--- config.mk ---
export PLATFORM = sky130hd
export DESIGN_NAME = cache_refill_ctrl_flat
export DESIGN_NICKNAME = d
export VERILOG_FILES = /design/src/rtl/cache_refill_ctrl_if.sv /design/src/rtl/cache_refill_ctrl.sv /design/src/flat_wrapper.sv
export SDC_FILE = /design/constraint.sdc
export NUM_CORES = 1
export LEC_CHECK = 0
export BUFFER_PORTS_ARGS = -buffer_cell sky130_fd_sc_hd__buf_2
export CAP_MARGIN = 30
export CORE_AREA = 2 2 139 141
export DETAILED_ROUTE_END_ITERATION = 10
export DIE_AREA = 0 0 141 143
export PLACE_DENSITY = 0.77
export SLEW_MARGIN = 40
export SYNTH_ARGS = -nofsm -noshare
export SYNTH_HDL_FRONTEND = slang
export SYNTH_SLANG_ARGS = --single-unit
--- constraint.sdc ---
create_clock -name clk -period 2.6 [get_ports clk]
set_clock_uncertainty 0.2 [all_clocks]
set_input_delay 0 -clock clk [delete_from_list [all_inputs] [get_ports clk]]
set_output_delay 0 -clock clk [all_outputs]
set_load 0.01 [all_outputs]
--- src/rtl/cache_refill_ctrl_if.sv ---
// ---------------------------------------------------------------------------
// cache_refill_ctrl_if
//
// Bundles every handshake and bus signal of the cache refill controller so
// the controller, the upstream lookup path, the memory port and the cache
// array can be wired through a single port.
//
// Signal groups:
//   miss_*      upstream miss request (valid/ready plus byte address)
//   mem_req_*   burst read request towards memory (start address, len-1)
//   mem_beat_*  read data beats from memory (never back-pressured)
//   crit_*      critical-word response towards the requester
//   fill_*      full-line write towards the cache array (data + word mask)
//   busy        controller is working on a miss
//
// Modports:
//   master  the refill controller itself
//   slave   the surrounding environment (lookup path, memory, cache array)
// ---------------------------------------------------------------------------
interface cache_refill_ctrl_if #(
  parameter int AW    = 32,
  parameter int DW    = 32,
  parameter int BEATS = 4
);

  localparam int LW = $clog2(BEATS);

  logic                  miss_vld;
  logic                  miss_rdy;
  logic [AW-1:0]         miss_addr;

  logic                  mem_req_vld;
  logic                  mem_req_rdy;
  logic [AW-1:0]         mem_req_addr;
  logic [LW-1:0]         mem_req_len;

  logic                  mem_beat_vld;
  logic [DW-1:0]         mem_beat_data;
  logic                  mem_beat_err;

  logic                  crit_vld;
  logic [DW-1:0]         crit_data;
  logic                  crit_err;

  logic                  fill_vld;
  logic                  fill_rdy;
  logic [AW-1:0]         fill_addr;
  logic [BEATS*DW-1:0]   fill_data;
  logic [BEATS-1:0]      fill_mask;

  logic                  busy;

  modport master (
    input  miss_vld, miss_addr,
    input  mem_req_rdy,
    input  mem_beat_vld, mem_beat_data, mem_beat_err,
    input  fill_rdy,
    output miss_rdy,
    output mem_req_vld, mem_req_addr, mem_req_len,
    output crit_vld, crit_data, crit_err,
    output fill_vld, fill_addr, fill_data, fill_mask,
    output busy
  );

  modport slave (
    output miss_vld, miss_addr,
    output mem_req_rdy,
    output mem_beat_vld, mem_beat_data, mem_beat_err,
    output fill_rdy,
    input  miss_rdy,
    input  mem_req_vld, mem_req_addr, mem_req_len,
    input  crit_vld, crit_data, crit_err,
    input  fill_vld, fill_addr, fill_data, fill_mask,
    input  busy
  );

endinterface

--- src/rtl/cache_refill_ctrl.sv ---
// ---------------------------------------------------------------------------
// cache_refill_ctrl
//
// Miss-handling stage behind the cache lookup path. Takes one read miss at a
// time, issues a single burst read for the whole line (critical-word-first
// wrapping when WRAP=1, line-aligned incrementing when WRAP=0), forwards the
// requested word upstream as soon as it arrives and finally writes the whole
// line, with a per-word valid mask, into the cache array.
//
// Ports:
//   clk   clock
//   rstn  asynchronous active-low reset
//   bus   cache_refill_ctrl_if.master carrying the miss, memory request,
//         memory beat, critical-word, line-fill and busy signals
//
// Parameters:
//   AW     address width in bits
//   DW     data word width in bits (DW/8 bytes per word)
//   BEATS  words per line, power of two, at least 2
//   WRAP   1 = critical-word-first wrapping burst, 0 = incrementing burst
// ---------------------------------------------------------------------------
module cache_refill_ctrl #(
  parameter int AW    = 32,
  parameter int DW    = 32,
  parameter int BEATS = 4,
  parameter int WRAP  = 1
) (
  input logic                 clk,
  input logic                 rstn,
  cache_refill_ctrl_if.master bus
);

  localparam int LW     = $clog2(BEATS);
  localparam int BW     = $clog2(DW / 8);
  localparam int LOBITS = LW + BW;

  localparam logic [AW-1:0] LINE_MASK = {AW{1'b1}} << LOBITS;
  localparam logic [LW-1:0] LAST_CNT  = LW'(BEATS - 1);

  typedef enum logic [1:0] {
    IDLE,
    REQ,
    BEAT,
    FILL
  } state_e;

  state_e                state_q,    state_d;
  logic [AW-1:0]         lineAddr_q, lineAddr_d;
  logic [LW-1:0]         off_q,      off_d;
  logic [LW-1:0]         cnt_q,      cnt_d;
  logic [BEATS*DW-1:0]   data_q,     data_d;
  logic [BEATS-1:0]      mask_q,     mask_d;
  logic                  critVld_q,  critVld_d;
  logic [DW-1:0]         critData_q, critData_d;
  logic                  critErr_q,  critErr_d;

  logic [LW-1:0]         startOff;
  logic [LW-1:0]         beatIdx;

  // Burst start word within the line; the word slot of each beat follows from
  // it, and the LW-bit addition wraps naturally at the line boundary.
  assign startOff = (WRAP != 0) ? off_q : '0;
  assign beatIdx  = startOff + cnt_q;

  // All state lives here and is cleared asynchronously, so an aborted burst
  // leaves no partial line, mask or critical word behind.
  always_ff @(posedge clk or negedge rstn) begin
    if (!rstn) begin
      state_q    <= IDLE;
      lineAddr_q <= '0;
      off_q      <= '0;
      cnt_q      <= '0;
      data_q     <= '0;
      mask_q     <= '0;
      critVld_q  <= 1'b0;
      critData_q <= '0;
      critErr_q  <= 1'b0;
    end else begin
      state_q    <= state_d;
      lineAddr_q <= lineAddr_d;
      off_q      <= off_d;
      cnt_q      <= cnt_d;
      data_q     <= data_d;
      mask_q     <= mask_d;
      critVld_q  <= critVld_d;
      critData_q <= critData_d;
      critErr_q  <= critErr_d;
    end
  end

  // Next-state logic. The mask is wiped when a miss is taken so bits of the
  // previous line cannot leak into the new fill. Beats are only consumed in
  // BEAT; an errored beat still counts and its data is still stored, only its
  // mask bit stays low. The critical-word pulse is a single cycle because it
  // defaults back to zero every cycle.
  always_comb begin
    state_d    = state_q;
    lineAddr_d = lineAddr_q;
    off_d      = off_q;
    cnt_d      = cnt_q;
    data_d     = data_q;
    mask_d     = mask_q;
    critVld_d  = 1'b0;
    critData_d = critData_q;
    critErr_d  = critErr_q;

    case (state_q)
      IDLE: begin
        if (bus.miss_vld) begin
          lineAddr_d = bus.miss_addr & LINE_MASK;
          off_d      = bus.miss_addr[BW +: LW];
          mask_d     = '0;
          state_d    = REQ;
        end
      end
      REQ: begin
        if (bus.mem_req_rdy) begin
          cnt_d   = '0;
          state_d = BEAT;
        end
      end
      BEAT: begin
        if (bus.mem_beat_vld) begin
          data_d[beatIdx*DW +: DW] = bus.mem_beat_data;
          mask_d[beatIdx]          = ~bus.mem_beat_err;
          cnt_d                    = cnt_q + 1'b1;
          if (beatIdx == off_q) begin
            critVld_d  = 1'b1;
            critData_d = bus.mem_beat_data;
            critErr_d  = bus.mem_beat_err;
          end
          if (cnt_q == LAST_CNT) begin
            state_d = FILL;
          end
        end
      end
      FILL: begin
        if (bus.fill_rdy) begin
          state_d = IDLE;
        end
      end
      default: begin
        state_d = IDLE;
      end
    endcase
  end

  // Outputs come straight from registered state, so the request address and
  // the fill line are stable for as long as their valid is waiting on ready.
  assign bus.miss_rdy     = (state_q == IDLE);
  assign bus.mem_req_vld  = (state_q == REQ);
  assign bus.mem_req_addr = (WRAP != 0) ? (lineAddr_q | (AW'(off_q) << BW)) : lineAddr_q;
  assign bus.mem_req_len  = LAST_CNT;
  assign bus.crit_vld     = critVld_q;
  assign bus.crit_data    = critData_q;
  assign bus.crit_err     = critErr_q;
  assign bus.fill_vld     = (state_q == FILL);
  assign bus.fill_addr    = lineAddr_q;
  assign bus.fill_data    = data_q;
  assign bus.fill_mask    = mask_q;
  assign bus.busy         = (state_q != IDLE);

endmodule

--- src/flat_wrapper.sv ---
// flat-port wrapper written by rule: the top's interface ports become plain ports
module cache_refill_ctrl_flat 
#(
  parameter int AW    = 32,
  parameter int DW    = 32,
  parameter int BEATS = 4,
  parameter int WRAP  = 1
)
  (clk, rstn, bus_miss_vld, bus_miss_addr, bus_mem_req_rdy, bus_mem_beat_vld, bus_mem_beat_data, bus_mem_beat_err, bus_fill_rdy, bus_miss_rdy, bus_mem_req_vld, bus_mem_req_addr, bus_mem_req_len, bus_crit_vld, bus_crit_data, bus_crit_err, bus_fill_vld, bus_fill_addr, bus_fill_data, bus_fill_mask, bus_busy);
  cache_refill_ctrl_if #(.AW(AW), .DW(DW), .BEATS(BEATS)) bus_i ();
  input logic clk;
  input logic rstn;
  input wire logic [$bits(bus_i.miss_vld)-1:0] bus_miss_vld;
  input wire logic [$bits(bus_i.miss_addr)-1:0] bus_miss_addr;
  input wire logic [$bits(bus_i.mem_req_rdy)-1:0] bus_mem_req_rdy;
  input wire logic [$bits(bus_i.mem_beat_vld)-1:0] bus_mem_beat_vld;
  input wire logic [$bits(bus_i.mem_beat_data)-1:0] bus_mem_beat_data;
  input wire logic [$bits(bus_i.mem_beat_err)-1:0] bus_mem_beat_err;
  input wire logic [$bits(bus_i.fill_rdy)-1:0] bus_fill_rdy;
  output wire logic [$bits(bus_i.miss_rdy)-1:0] bus_miss_rdy;
  output wire logic [$bits(bus_i.mem_req_vld)-1:0] bus_mem_req_vld;
  output wire logic [$bits(bus_i.mem_req_addr)-1:0] bus_mem_req_addr;
  output wire logic [$bits(bus_i.mem_req_len)-1:0] bus_mem_req_len;
  output wire logic [$bits(bus_i.crit_vld)-1:0] bus_crit_vld;
  output wire logic [$bits(bus_i.crit_data)-1:0] bus_crit_data;
  output wire logic [$bits(bus_i.crit_err)-1:0] bus_crit_err;
  output wire logic [$bits(bus_i.fill_vld)-1:0] bus_fill_vld;
  output wire logic [$bits(bus_i.fill_addr)-1:0] bus_fill_addr;
  output wire logic [$bits(bus_i.fill_data)-1:0] bus_fill_data;
  output wire logic [$bits(bus_i.fill_mask)-1:0] bus_fill_mask;
  output wire logic [$bits(bus_i.busy)-1:0] bus_busy;
  assign bus_i.miss_vld = bus_miss_vld;
  assign bus_i.miss_addr = bus_miss_addr;
  assign bus_i.mem_req_rdy = bus_mem_req_rdy;
  assign bus_i.mem_beat_vld = bus_mem_beat_vld;
  assign bus_i.mem_beat_data = bus_mem_beat_data;
  assign bus_i.mem_beat_err = bus_mem_beat_err;
  assign bus_i.fill_rdy = bus_fill_rdy;
  assign bus_miss_rdy = bus_i.miss_rdy;
  assign bus_mem_req_vld = bus_i.mem_req_vld;
  assign bus_mem_req_addr = bus_i.mem_req_addr;
  assign bus_mem_req_len = bus_i.mem_req_len;
  assign bus_crit_vld = bus_i.crit_vld;
  assign bus_crit_data = bus_i.crit_data;
  assign bus_crit_err = bus_i.crit_err;
  assign bus_fill_vld = bus_i.fill_vld;
  assign bus_fill_addr = bus_i.fill_addr;
  assign bus_fill_data = bus_i.fill_data;
  assign bus_fill_mask = bus_i.fill_mask;
  assign bus_busy = bus_i.busy;
  cache_refill_ctrl #(.AW(AW), .DW(DW), .BEATS(BEATS), .WRAP(WRAP)) u_core (.clk(clk), .rstn(rstn), .bus(bus_i));
endmodule
### Word-level counts from Yosys, hierarchy flattened

Cells that the tools add are included.

| storage, ports and cells | value |
|---|---|
| register bits after elaboration | 200 |
| memory bits (writable) | 0 |
| memories kept | 0 |
| memory bits (read-only) | 0 |
| input bits | 71 |
| output and inout port bits | 236 |
| latch bits | 0 |
| word-level logic and storage cells | 58 |

| cells by class | value |
|---|---|
| multiplexer cells | 19 |
| multipliers | 0 |
| add/sub/neg operators | 3 |
| shift operators | 2 |
| reduce and logical (&&, ||, !) cells | 11 |
| div/mod/pow operators | 0 |
| bitwise operators | 2 |
| $lt $le $gt $ge | 2 |
| equality and inequality tests | 10 |

Operators with widths:

| cell | number |
|---|---|
| 128-bit bitwise mux | 1 |
| 32-bit by 34-bit variable shift with 128-bit output (first input constant) | 1 |
| 32-bit by 34-bit indexed part select with 128-bit output | 1 |
| 7-bit negator with 34-bit output | 1 |
| 32-bit by 4-bit bitwise OR with 32-bit output | 1 |
| 2-bit 2-to-1 mux | 7 |
| 3-bit AND reduction | 3 |
| 4-bit 2-to-1 mux | 2 |
| 2-bit != test (second input constant) | 4 |
| 2-bit one-hot mux with 4 select lines | 1 |
| 4-bit one-hot mux with 2 select lines | 1 |
| 2-bit == test (second input constant) | 3 |
| 2-bit nonzero test | 3 |
| 5-bit AND reduction | 1 |
| 4-bit bitwise mux | 1 |
| 1-bit 2-to-1 mux | 4 |
| 2-bit one-hot mux with 2 select lines | 1 |
| 2-bit AND reduction | 2 |
| 2-bit by 3-bit < comparator with 1-bit output (second input constant) | 1 |
| 2-bit by 1-bit adder with 2-bit output (second input constant) | 1 |
| 2-bit adder | 1 |
| 1-bit demux with 2-bit select | 1 |
| 2-bit by 1-bit == test with 1-bit output (second input constant) | 1 |
| 2-bit == test | 1 |
| other kinds (5) | 5 |

### Depth between registers and ports, before layout

Gate-level depths: netlist of the first run.

| logic depth | value |
|---|---|
| depth after elaboration | 8 |
| mapped depth | 10 |
| depth with buffers taken out | 8 |

### Worst setup path after synthesis of the first run

No wires, ideal clock.

| timing | value |
|---|---|
| path type | reg-to-reg |
| start | register u_core.off_q[0] |
| end | register u_core.data_q[64], in the netlist u_core.bus.fill_data[64] |
| cell stages (with the launch flop) | 9 |
| clock period less this slack | 2,712 ps |
| setup slack | -112 ps |
| library setup time | 65 ps |
| data arrival time | 2,447 ps |
| data required time | 2,335 ps |
| path buffers | 1 |
| cell sequence | dfrtp_1 ha_1 xor2_1 xor2_1 ha_1 or4_4 nor2_4 buf_6 a22o_1 |

| between the ends | value |
|---|---|
| cells in the longest elaborated chain, start to end | 4 |
| elaborated cells between the ends (all ways) | 5 |
| classes of those cells | add/sub (2); shift (2); mux (1) |

Ends and longest elaborated chain:

| item | RTL line | RTL |
|---|---|---|
| from (decl) | cache_refill_ctrl.sv:49 | `logic [LW-1:0] off_q, off_d;` |
| from (signal assigned) | cache_refill_ctrl.sv:71 | `off_q <= '0;` |
| from (signal assigned) | cache_refill_ctrl.sv:81 | `off_q <= off_d;` |
| 2-bit adder (*) | cache_refill_ctrl.sv:63 | `assign beatIdx = startOff + cnt_q;` |
| 7-bit negator with 34-bit output (*) | cache_refill_ctrl.sv:124 | `data_d[beatIdx*DW +: DW] = bus.mem_beat_data;` |
| 32-bit by 34-bit indexed part select with 128-bit output or 32-bit by 34-bit variable shift with 128-bit output (tied branches) | cache_refill_ctrl.sv:124 |  |
| 128-bit bitwise mux (*) | cache_refill_ctrl.sv:124 |  |
| to (signal assigned) | cache_refill_ctrl.sv:83 | `data_q <= data_d;` |
| to (decl) | cache_refill_ctrl.sv:51 | `logic [BEATS*DW-1:0] data_q, data_d;` |

Mark *: on every way between the ends. The rest lies on a longest branch, timed or not.
A chain may end at the register's enable or synchronous reset.

### Worst setup path after layout of the first run

| timing | value |
|---|---|
| start | register u_core.off_q[0] |
| end | register u_core.data_q[90], in the netlist u_core.bus.fill_data[90] |

Same word-level chain as after synthesis.

==> out/metrics.yaml, run 1 <==
worst_setup_path:
  critPathLaunch: "u_core.off_q[0]"
  max_stage_delay_ns: 0.53
  timing.critical_path.depth: 8
  r2r-start: "u_core.off_q[0]"
  cp-end-kind: "flop"
  cpLargestDelayFamily: "simple AND/OR/NAND/NOR gates"
  cp_common_cell: "xor2_2"
  crit_type: "flop to flop"
  crit_fanout: 16
  crit_arrival_ns: 2.75
  crit_buf_inv: 1
  endpoint: "u_core.bus.fill_data[90]"
  r2r_setup_slack_ns: 0.02
  reg2reg_depth: 8
  cpMaxStageDelayCell: "or4_4"
  timing.rr.end: "u_core.bus.fill_data[90]"
  critPathLaunchType: "flop"
  crit_chain: "ha_2 > xor2_2 > xor2_2 > ha_1 > or4_4 > nor2_4 > buf_12 > a22o_1"
  required_ns: 2.77
clock_network:
  numCtsBuffers: 17
  cts.path.max_buffers: 2
  clock-sinks: 200
  htreeDepth: 4
  clk_latency_ns: 0.44
  clockRootBuffer: "clkbuf_16"
  clk_pin_slew_ns: 0.08
  cts_tree: "yes"
route:
  wirelength_mm: 23.54
  drc: 0
  antenna_left: 0
  first_pass_iters: 5
  wire_per_inst_um: 18.59
  vias: 6474
  vias_per_cell: 5.114
  drtIter0Drc: 309
synth:
  post_synth_and_or_nand_nor_area_fraction: 0.08007
  synthAdderAreaFrac: 0.01816
  synth_xor_area_frac: 0.003178
  synthMuxAreaShare: 0.1066
  yosysSeqAreaShare: 0.6054
  ys_ff_latch: 200
  yosysWarningCount: 0
  synth_enable_flop_cells: 0
  synth_compound_area_frac: 0.1191
  synthMostInstantiatedCell: "dfrtp_1"
  synth.distinct_cells: 37
  syn_avg_cell_area_sq_um: 12.41
  synth_ff_type: "dfrtp_1"
  synth_top_cell_area_share: 0.6054
  yosys.area.top_type: "dfrtp_1"
  synthArstFlopShare: 1.000
  synth_top_family_by_area: "compound AO/OA/AOI/OAI gates"
  postSynthCellCount: 666
  synth_area_sq_um: 8267
  synth_common_cells: "200 x dfrtp_1, 134 x nand2_1, 64 x a22o_1"
  yosys-top-cells-area: "dfrtp_1 61%, a22o_1 6.8%, nand2_1 6.1%, mux2_4 5.3%, mux2_2 4.8%"
timing:
  finalHoldViolCount: 0
  tightest_slew_ns: 0.6280
  setup_viol: 0
  finalCritPeriodShare: 0.9926
  rsz0062_at_grt: "yes"
  slew_headroom: 0.5814
  slew_violations: 0
  max_freq_mhz: 387.5
  post-route-min-period_ns: 2.581
layout:
  instances_no_fill: 1266
  drive_gt1_frac: 0.4787
  final_area_sq_um: 11610
  n_antenna_cell: 0
  multiInputGateArea_sq_um: 2970
  area_growth_pct: 40.43
  regArea_sq_um: 5005
  fin_util: 0.6248
  layout.nets: 1102
  nFillCells: 1410
die:
  die_x_um: 141
  die_h_um: 143
  die_area_sq_um: 20160
  start_util: 0.4449
  io_pins: 307
  num_rows: 50
  core_area_sq_um: 18580
place:
  portBuffers: 296
  detailed_place_hpwl_mm: 14.87
  place_area_sq_um: 9916
  gp_congestion: 0.7654
  place_inst: 1154
grt:
  use_met3: 0.04393
  grtUsageMet1: 0.2905
  grtUsageTotal: 0.2251
  grt-ovfl-total: 0
  use_met2: 0.3692
  antenna_found_initial: 0
  grt_max_degree: 78
  grt_pass1_wl_mm: 35.34
  top_usage_layer: "met2"
  grt_pass1_vias: 6507
worst_hold_path:
  hold_start: "bus_miss_addr[6]"
  hp-class: "primary input to flop"
status:
  status: "complete, no violations"
pwr:
  leakage_nw: 5.993
  vdd_drop_max_mv: 0.6068
  power.density_nw_per_um2: 1333
flow_run:
  cap_viol_max_count: 0
-- kinds of logic after synthesis --
kind of cell,after synthesis
multiplexers,69
other,2
AO/OA/AOI/OAI,144
AND/OR/NAND/NOR,152
flip-flops,200
buffers and inverters,84
XOR/XNOR,3
adder cells (fa/ha/maj),12
-- metrics by stage --
| step | hold WS (ns) | setup TNS [ns] | setup WS, ns | total power, W |
|---|---|---|---|---|
| after floorplan | -0.4956 | -0.9327 | -0.03109 | 0.009007 |
| after global placement | -0.1257 | 0 | 0.06408 | 0.01115 |
| after detailed placement | -0.1253 | -1.486 | -0.07987 | 0.01135 |
| after CTS | 0.1112 | 0 | 0.006995 | 0.01442 |
| after global routing | 0.1276 | -3.308 | -0.07019 | 0.01637 |
| final | 0.1323 | 0 | 0.01934 | 0.01547 |
-- timing repair --
| item | in CTS | in global routing |
|---|---|---|
| pin swaps | 3 | 36 |
| resized for setup | 9 | 106 |
| buffers inserted | 1 | 5 |
| endpoints found under the setup margin | 53 | 94 |
| cloned | 1 | 4 |
| endpoints found under the hold margin | 400 | 0 |
| hold buffers | 69 | 0 |
-- where the power goes --
group / leakage (nW) / switching, W / internal, W
logic: 3.06 / 0.00400 / 0.00369
registers: 2.64 / 0.000713 / 0.00431
clock network: 0.300 / 0.00129 / 0.00146
-- cell usage in the layout (no fill, tap or decap), types with 3 or more instances in the layout --
master | synthesis | final
nand2_1 | 134 | 105
mux2_2 | 35 | 35
conb_1 | 2 | 8
o21ai_0 | 56 | 12
a22o_1 | 64 | 64
buf_12 | 0 | 13
clkbuf_16 | 0 | 20
nand2_4 | 0 | 7
o21ai_2 | 0 | 19
dlygate4sd3_1 | 0 | 69
o21ai_1 | 16 | 41
mux2i_1 | 4 | 4
buf_4 | 37 | 18
dfrtp_1 | 200 | 200
mux2_4 | 29 | 29
ha_1 | 12 | 9
clkinv_4 | 0 | 3
inv_8 | 0 | 5
buf_2 | 5 | 295
inv_1 | 8 | 7
nand3_1 | 4 | 4
buf_6 | 12 | 4
nand2_2 | 1 | 23
-- cell type report --
class | count | share of cell area
Clock inverter | 15 | 0.01595
Clock buffer | 17 | 0.03665
Timing Repair Buffer | 403 | 0.2323
Tap cell | 234 | 0.02522
Multi-Input combinational cell | 388 | 0.2559
Inverter | 9 | 0.002910
Sequential cell | 200 | 0.4311
-- layer usage --
metal | wire length (um) | up-vias
li1 | - | 2959
met1 | 9924 | 3205
met2 | 11700 | 258
met3 | 1209 | 52
met4 | 706 | 0
met5 | 0 | -
-- sequential cells by signal, summed over array words and instances, names as in the netlist --
name / cells
u_core.bus.crit_err: 1
u_core.bus.fill_data: 128
u_core.off_q: 2
u_core.cnt_q: 2
u_core.bus.fill_addr: 28
u_core.bus.crit_data: 32
u_core.bus.crit_vld: 1
u_core.bus.fill_mask: 4
u_core.state_q: 2
-- worst reg2reg max path, delay by kind of cell (launching register included) --
kind / cells / cell delay (ns)
AND/OR/NAND/NOR: 2 / 0.69
XOR/XNOR: 2 / 0.42
buffers and inverters: 1 / 0.17
adder cells (fa/ha/maj): 2 / 0.48
AO/OA/AOI/OAI: 1 / 0.15
flip-flops: 1 / 0.40
-- worst min-delay path by stage --
stage                          endpoint  cells past startpoint  slack (ns)
6_report        u_core.bus.fill_addr[6]                      3        0.13
5_1_grt         u_core.bus.fill_addr[5]                      3        0.13
4_1_cts        u_core.bus.fill_addr[30]                      3        0.11
3_5_place_dp   u_core.bus.crit_data[26]                      1       -0.13
3_3_place_gp    u_core.bus.crit_data[0]                      1       -0.13
2_1_floorplan   u_core.bus.crit_data[0]                      0       -0.50
(Power assumes the default switching activity.)
==> run 2, diff against run 1 <==
--- a/config.mk
+++ b/config.mk
@@ -7,11 +7,11 @@
 export LEC_CHECK = 0
 export BUFFER_PORTS_ARGS = -buffer_cell sky130_fd_sc_hd__buf_2
 export CAP_MARGIN = 30
-export CORE_AREA = 2 2 139 141
+export CORE_AREA = 2 2 157 159
 export DETAILED_ROUTE_END_ITERATION = 10
-export DIE_AREA = 0 0 141 143
-export PLACE_DENSITY = 0.77
-export SLEW_MARGIN = 40
+export DIE_AREA = 0 0 159 161
+export PLACE_DENSITY = 0.63
+export SLEW_MARGIN = 10
 export SYNTH_ARGS = -nofsm -noshare
 export SYNTH_HDL_FRONTEND = slang
 export SYNTH_SLANG_ARGS = --single-unit
==> run 2 against run 1 <==
Net effect:
- global-route usage down 4.0 points
- sequential cell count is the same
- register-to-register slack improved by 0.02 ns
- count of clock-buffer cells in the layout grew 2
- critical path type unchanged
==> out/metrics.yaml, run 2 (same netlist as run 1, synthesis figures left out) <==
pwr:
  power.density_nw_per_um2: 1317  # -1.2%
  p_total_w: 0.01580  # +2.2%
  leakage_nw: 6.095  # +1.7%
  vdd_drop_max_mv: 0.5588  # -7.9%
place:
  gp_congestion: 0.7537  # -1.5%
  place_inst: 1242  # +7.6%
  portBuffers: 296  # unchanged
  detailed_place_hpwl_mm: 15.28  # +2.7%
clock_network:
  cts.path.max_buffers: 2  # unchanged
  clock-sinks: 200  # unchanged
  htreeDepth: 4  # unchanged
  cts_tree: "yes"
  numCtsBuffers: 17  # unchanged
  clk_pin_slew_ns: 0.07  # about the same
  clk_latency_ns: 0.42  # -0.02 ns
  clockRootBuffer: "clkbuf_16"
worst_setup_path:
  cpMaxStageDelayCell: "or4_4"
  crit_buf_inv: 2  # +1
  crit_arrival_ns: 2.72  # -0.03 ns
  max_stage_delay_ns: 0.49  # -0.04 ns
  timing.critical_path.depth: 9  # +1
  crit_chain: "ha_4 > xor2_4 > xor2_4 > inv_2 > ha_4 > or4_4 > nor2_4 > buf_12 > a22o_1"
  reg2reg_depth: 9  # +1
  required_ns: 2.76  # about the same
  cpLargestDelayFamily: "simple AND/OR/NAND/NOR gates"
  critPathLaunch: "u_core.cnt_q[0]"
  crit_type: "flop to flop"
  crit_fanout: 32  # +16
  r2r-start: "u_core.cnt_q[0]"
  critPathLaunchType: "flop"
  cp-end-kind: "flop"
grt:
  grt_max_degree: 65  # -17%
  grt_pass1_vias: 6482  # -0.38%
  grt_pass1_wl_mm: 37.41  # +5.9%
  grt-ovfl-total: 0  # unchanged
  grtUsageTotal: 0.1850  # -0.04012
  antenna_found_initial: 0  # unchanged
route:
  wl_met2_mm: 12.37  # +5.7%
  drtIter0Drc: 376  # +22%
  wirelength_mm: 24.57  # +4.4%
  vias_per_cell: 4.682  # -8.4%
  m1WireLength_mm: 10.72  # +8.1%
  top_layer_used: "met4"
  antenna_left: 0  # unchanged
  vias: 6466  # -0.12%
  wire_per_inst_um: 17.79  # -4.3%
  wl_met3_um: 965  # -20%
  first_pass_iters: 4  # -1
  drc: 0  # unchanged
die:
  start_util: 0.3450  # -0.09994
  core_area_sq_um: 23960  # +29%
  die_h_um: 161  # +13%
  die_area_sq_um: 25600  # +27%
  num_rows: 57  # +14%
  io_pins: 307  # unchanged
  die_x_um: 159  # +13%
timing:
  slew_violations: 0  # unchanged
  max_freq_mhz: 389.9  # +0.62%
  whs_ns: 0.1557  # +0.02345 ns
  post-route-min-period_ns: 2.565  # -0.01579 ns
  rsz0062_at_grt: "yes"
  finalHoldViolCount: 0  # unchanged
  setup_viol: 0  # unchanged
  finalCritPeriodShare: 0.9865  # -0.006072
layout:
  area_growth_pct: 45.16
  largest_register_ffs: 128  # unchanged
  mostFrequentLayoutCells: "295 x buf_2, 200 x dfrtp_1, 100 x nand2_1"
  instances_no_fill: 1381  # +9.1%
  multiInputGateArea_sq_um: 3033  # +2.1%
  n_antenna_cell: 0  # unchanged
  drive_gt1_frac: 0.4702  # -0.008483
  regArea_sq_um: 5005  # unchanged
  final_common_cell: "buf_2"
  nFillCells: 2183  # +55%
  layout.nets: 1127  # +2.3%
  fin_util: 0.5008  # -0.1240
status:
  status: "complete, no violations"
flow_run:
  cap_viol_max_count: 0  # unchanged
worst_hold_path:
  hp-class: "primary input to flop"
  hold_start: "bus_miss_addr[19]"
  hold_path_depth: 3  # unchanged
==> run 2: stage by stage <==
| stage | area, sq um | TNS (ns) | setup slack (ns) |
|---|---|---|---|
| 2_1_floorplan | 8302 | -0.9327 | -0.03109 |
| 3_3_place_gp | 10000 | -0.000002442 | -0.000002442 |
| 3_5_place_dp | 10000 | -4.155 | -0.1237 |
| 4_1_cts | 11620 | 0 | 0.01052 |
| 5_1_grt | 12000 | -4.591 | -0.09243 |
| 6_report | 12000 | 0 | 0.03513 |
==> run 2: final timing paths <==
kind | endpoint | slack, ns
min reg2reg | u_core.bus.fill_data[36] | 0.28
max in group asynchronous | u_core.bus.fill_data[109] | 1.11
max | u_core.bus.fill_data[85] | 0.04
min | u_core.bus.fill_addr[19] | 0.16
max reg2reg | u_core.bus.fill_data[85] | 0.04
min in group asynchronous | u_core.bus.fill_data[92] | 0.41
==> run 2: tightest hold or removal path, stage by stage <==
cell and delay [ns]:
dlygate4sd3_1 0.51, buf_2 0.09, mux2_2 0.13
==> run 2: where the power goes <==
part	internal (W)	switching [W]
Sequential	0.00431	0.000717
Clock	0.00130	0.00129
Combinational	0.00405	0.00413
==> run 2: area by class of cell <==
cell class	instances	share of cell area
repair buffers	428	0.2455
clock buffers	19	0.03691
inverters	9	0.002815
flip-flops and latches	200	0.4171
clock inverters	13	0.01116
well taps	324	0.03378
multi-input cells	388	0.2527
==> run 2: routing by layer <==
metal / GRT usage / vias to the layer above
li1: - / 3028
met1: 0.2448 / 3221
met2: 0.3117 / 184
met3: 0.03338 / 33
met4: 0.05661 / 0
met5: 0 / -
==> run 2: what timing repair did <==
| item | CTS | global route |
|---|---|---|
| gates cloned | 1 | 4 |
| endpoints found under the hold margin | 400 | 0 |
| hold buffers | 97 | 0 |
| endpoints found under the setup margin | 72 | 96 |
| pin swaps | 2 | 34 |
| setup buffers | 3 | 3 |
| gates resized for setup | 8 | 113 |
